[src/rtl/stopwatch_pkg.sv]
// Shared types and default widths for the stopwatch controller and timer.
package stopwatch_pkg;

    localparam int SW_DATA_WIDTH = 16;
    localparam int SW_LAP_WIDTH  = 4;

    typedef enum logic [1:0] {
        ST_IDLE  = 2'd0,
        ST_RUN   = 2'd1,
        ST_PAUSE = 2'd2,
        ST_LAP   = 2'd3
    } sw_state_t;

endpackage

[src/rtl/stopwatch_ctrl_btn_edge.sv]
// Rising-edge press detector for one synchronized button level.
// The previous-level register has no reset, so a button held through reset yields no press.
module btn_edge (
    input  logic clk,
    input  logic level,
    output logic press
);

    logic level_q;

    always_ff @(posedge clk) begin
        level_q <= level;
    end

    assign press = level & ~level_q;

endmodule

[src/rtl/stopwatch_ctrl.sv]
// Button-level stopwatch controller: start/stop/reset strobes, display path and lap freeze.
// Optional lap feature enabled by defining STOPWATCH_LAP_EN.
//
// state    | meaning
// ---------+-----------------------------------------------
// ST_IDLE  | timer stopped and cleared, waiting for start
// ST_RUN   | timer counting, display live
// ST_PAUSE | timer stopped, holding its count
// ST_LAP   | timer counting, display frozen at lap value
module stopwatch_ctrl
    import stopwatch_pkg::*;
#(
    parameter int DATA_WIDTH = SW_DATA_WIDTH,
    parameter int LAP_WIDTH  = SW_LAP_WIDTH
) (
    input  logic                  clk,
    input  logic                  reset,
    input  logic                  btn_ss,
    input  logic                  btn_lr,
    input  logic [DATA_WIDTH-1:0] count_in,
    output logic                  sw_start,
    output logic                  sw_stop,
    output logic                  sw_reset,
    output logic [DATA_WIDTH-1:0] display,
    output logic                  running,
    output logic                  lap_active,
    output logic [LAP_WIDTH-1:0]  lap_count
);

    sw_state_t state_q, state_d;
    logic      ss_press, lr_press;
    logic      start_d, stop_d, reset_d;
    logic      freeze;

    btn_edge u_edge_ss (.clk(clk), .level(btn_ss), .press(ss_press));
    btn_edge u_edge_lr (.clk(clk), .level(btn_lr), .press(lr_press));

    always_ff @(posedge clk) begin
        if (reset) begin
            state_q <= ST_IDLE;
        end else begin
            state_q <= state_d;
        end
    end

    // ss has priority; a simultaneous lr press is dropped.
    always_comb begin
        state_d = state_q;
        case (state_q)
            ST_IDLE: begin
                if (ss_press) state_d = ST_RUN;
            end
            ST_RUN: begin
                if (ss_press) state_d = ST_PAUSE;
`ifdef STOPWATCH_LAP_EN
                else if (lr_press) state_d = ST_LAP;
`endif
            end
            ST_PAUSE: begin
                if (ss_press)      state_d = ST_RUN;
                else if (lr_press) state_d = ST_IDLE;
            end
            ST_LAP: begin
                if (ss_press)      state_d = ST_PAUSE;
                else if (lr_press) state_d = ST_RUN;
            end
            default: state_d = ST_IDLE;
        endcase
    end

    always_comb begin
        start_d    = ss_press && (state_q == ST_IDLE || state_q == ST_PAUSE);
        stop_d     = ss_press && (state_q == ST_RUN  || state_q == ST_LAP);
        reset_d    = !ss_press && lr_press && (state_q == ST_IDLE || state_q == ST_PAUSE);
        running    = (state_q == ST_RUN) || (state_q == ST_LAP);
`ifdef STOPWATCH_LAP_EN
        lap_active = (state_q == ST_LAP);
        freeze     = (state_q == ST_LAP) && (state_d == ST_LAP);
`else
        lap_active = 1'b0;
        freeze     = 1'b0;
`endif
    end

    always_ff @(posedge clk) begin
        if (reset) begin
            sw_start <= 1'b0;
            sw_stop  <= 1'b0;
            sw_reset <= 1'b0;
            display  <= '0;
        end else begin
            sw_start <= start_d;
            sw_stop  <= stop_d;
            sw_reset <= reset_d;
            if (!freeze) display <= count_in;
        end
    end

`ifdef STOPWATCH_LAP_EN
    logic [LAP_WIDTH-1:0] lap_q;
    logic                 lap_inc;

    assign lap_inc = (state_q == ST_RUN) && (state_d == ST_LAP);

    always_ff @(posedge clk) begin
        if (reset || reset_d) begin
            lap_q <= '0;
        end else if (lap_inc && lap_q != '1) begin
            lap_q <= lap_q + LAP_WIDTH'(1);
        end
    end

    assign lap_count = lap_q;
`else
    assign lap_count = '0;
`endif

endmodule
[config.mk]
export PLATFORM = sky130hd
export DESIGN_NAME = stopwatch_ctrl
export DESIGN_NICKNAME = d
export VERILOG_FILES = /design/src/rtl/stopwatch_pkg.sv /design/src/rtl/stopwatch_ctrl_btn_edge.sv /design/src/rtl/stopwatch_ctrl.sv
export SDC_FILE = /design/constraint.sdc
export NUM_CORES = 1
export LEC_CHECK = 0
export ABC_CLOCK_PERIOD_IN_PS = 1000
export CAP_MARGIN = 30
export CORE_MARGIN = 2
export CORE_UTILIZATION = 33
export CTS_CLUSTER_DIAMETER = 60
export CTS_CLUSTER_SIZE = 8
export DETAILED_ROUTE_END_ITERATION = 6
export MAX_ROUTING_LAYER = met4
export PLACE_DENSITY = 0.77
export SLEW_MARGIN = 10
export SYNTH_ARGS = -nofsm -noshare
export SYNTH_HDL_FRONTEND = slang
export SYNTH_HIERARCHICAL = 1
export SYNTH_SLANG_ARGS = --single-unit
[constraint.sdc]
create_clock -name clk -period 1 [get_ports clk]
set_input_delay 0.1 -clock clk [delete_from_list [all_inputs] [get_ports clk]]
set_output_delay 0.1 -clock clk [all_outputs]
set_load 0.02 [all_outputs]
==> reports/results.ini <==
[sta]
finalSetupViolCount=0
finClkSkew_ns=0.000553
min_period_over_period=0.911
finalWorstSetupSlack_ns=0.0891
clock.fmax_ghz=1.10
hold_viol=0
drv_slew=0
timing.final.crit_period_ns=0.911
fin_hold_ws_ns=0.266
rsz0062_at_grt=false
fin_tns_setup_ns=0

[placed_design]
gp_congestion=0.584
post-place-ws_ns=-0.0616
numPortBuffers=39
place_area_mm2=0.00107

[clock_tree]
clock_path_buffers=2
clkLatencyLatePin_ns=0.30
cts-root-buf=clkbuf_4
clk_pin_slew_worst_paths_ns=0.11
cts_tree=yes
cts_hold_buffers=0
htreeDepth=1
cts_buffers=3
post-cts-setup-buffer-count=0
clkSinkCount=22

[floorplanning]
row_count=16
die_width_um=48.7
dieHeight_um=48.7
start_util=0.342
top_level_ports=45
dieArea_mm2=0.00237
coreArea_mm2=0.00192

[outcome]
status=completed

[worst_setup_path]
crit_path_top_delay_cell=dfxtp_1
reg2reg_depth=2
endpoint_kind=primary output
r2r_end=sw_reset
max_stage_delay_ns=0.35
critPathLaunchType=flop
crit_fanout=2
crit_family=flip-flops
timing.rr.start=state_q[0]
critical_path_class=flop to primary output
critical_path.cell_chain=buf_2
r2r_slack_ns=0.19
cp.arrival_ns=0.81
crit_buf_inv=1
cp.required_ns=0.90

[cells_and_area]
stdcell_area_mm2=0.00102
drive_gt1_frac=0.299
diodes=0
nFillCells=192
multiInputGateArea_um2=183
area_delta_synth_final_pct=55.3
regArea_um2=440
layout.nets=118

[detailed_routing]
wire_per_inst_um=9.48
vias_per_cell=3.79
num_vias=470
drt_iter0_drc=0
drt_pass1_iterations=1
ant_nets=0
drt-total-wl_um=1180
drc=0

[min_path]
hold_class=input port to flop
whs_endpoint=u_edge_ss/level_q
worstHoldStart=btn_ss
worstHoldPathCells=1

[power_and_ir_drop]
power.total_mw=1.83
p_leak_nw=0.472
irDropWorstVdd_uv=930
power.density_mw_per_mm2=1790

[synthesis]
synth_area_leaders=dfxtp_1 67%, nor2b_1 15%, buf_4 5.7%
synth_top_area_frac=0.669
syn_inst=55
synth_commonest_cells=22 x dfxtp_1, 16 x nor2b_1, 5 x buf_4
ys.flop_type=dfxtp_1
seq_area_frac_synth=0.669
synth_area_per_cell_um2=12.0
yosys_warnings=6
ys_seq_elements=22
synth_edf_count=0
synth_cell_type_count=12
yosysMostFrequentCell=dfxtp_1
syn-cell-area_um2=658
async_flop_share=0
synth_area_leader_cell=dfxtp_1

[job]
maxCapViolCount=0

[global_routing]
grt_pass1_vias=412
antenna_found_initial=0
track_usage=0.106
grt_first_pass_wirelength_um=1860
grt_max_degree=14
grt-ovfl-total=0

[power by group]
part	leakage [nW]	total [mW]	switching [mW]	internal, mW
clock	0.0279	0.648	0.243	0.405
combinational	0.261	0.250	0.121	0.129
sequential	0.183	0.934	0.0121	0.922
total	0.472	1.83	0.376	1.46
[state kept, by name, indices dropped and copies added (netlist names)]
register / count
sw_stop: 1
u_edge_ss/level_q: 1
u_edge_lr/level_q: 1
sw_reset: 1
state_q: 1
display: 16
sw_start: 1
[repair_timing]
item,in CTS,in global routing
resized for setup,62,18
setup endpoints to repair,20,18
cloned,0,0
[logic make-up (layout without fill, tap and decap cells)]
logic type / after synthesis / in the layout / share of synthesized area
flops: 22 / 22 / 0.669
xor+xnor: 1 / 1 / 0.0133
simple gates: 23 / 23 / 0.236
buf+inv: 8 / 46 / 0.0760
other cells: 1 / 5 / 0.00570
[layout by cell type, fill, tap and decap left out]
| cell | netlist | final |
|---|---|---|
| buf_2 | 1 | 20 |
| buf_4 | 5 | 3 |
| bufinv_16 | 0 | 1 |
| clkbuf_4 | 0 | 3 |
| clkdlybuf4s50_1 | 0 | 19 |
| conb_1 | 1 | 5 |
| dfxtp_1 | 22 | 22 |
| nand2_1 | 1 | 1 |
| nor2_1 | 2 | 2 |
| nor2b_1 | 16 | 16 |
| nor2b_4 | 2 | 2 |
| nor3b_1 | 1 | 1 |
| nor4b_1 | 1 | 1 |
| xnor2_1 | 1 | 1 |
[worst register-to-register path, cell delays in order (launching register included)]
cell	delay (ns)
dfxtp_1	0.33
buf_4	0.14
nor4b_1	0.26
[area by class of cell]
cell class              count  area share
multi-input cells          29       0.179
flip-flops and latches     22       0.431
well taps                  27      0.0330
repair buffers             42       0.306
clock buffers               3      0.0220
clock inverters             1      0.0294
[metrics by stage]
stage                     std cells  utilization
after detailed placement        120        0.557
final                           124        0.532
after global routing            124        0.532
after CTS                       124        0.590
after floorplan                  59            -
after global placement          120        0.557
[worst max path at each step]
stage | startpoint | end | cells past startpoint | slack [ns]
2_1_floorplan | u_edge_ss/level_q | sw_reset | 2 | 0.29
3_5_place_dp | btn_ss | state_q[0] | 4 | -0.06
5_1_grt | state_q[0] | running | 1 | 0.03
3_3_place_gp | reset | sw_reset | 3 | -0.02
4_1_cts | display[15] | display[15] | 1 | 0.003
6_report | state_q[0] | running | 1 | 0.09
[routing by layer]
layer / share of wire / vias to the layer above / track usage
met5: 0 / - / -
met4: 0 / 0 / 0
met1: 0.39 / 203 / 0.0936
li1: - / 238 / -
met3: 0.096 / 0 / 0.0679
met2: 0.51 / 29 / 0.201
Note: power is estimated with default switching activity, not from simulation.
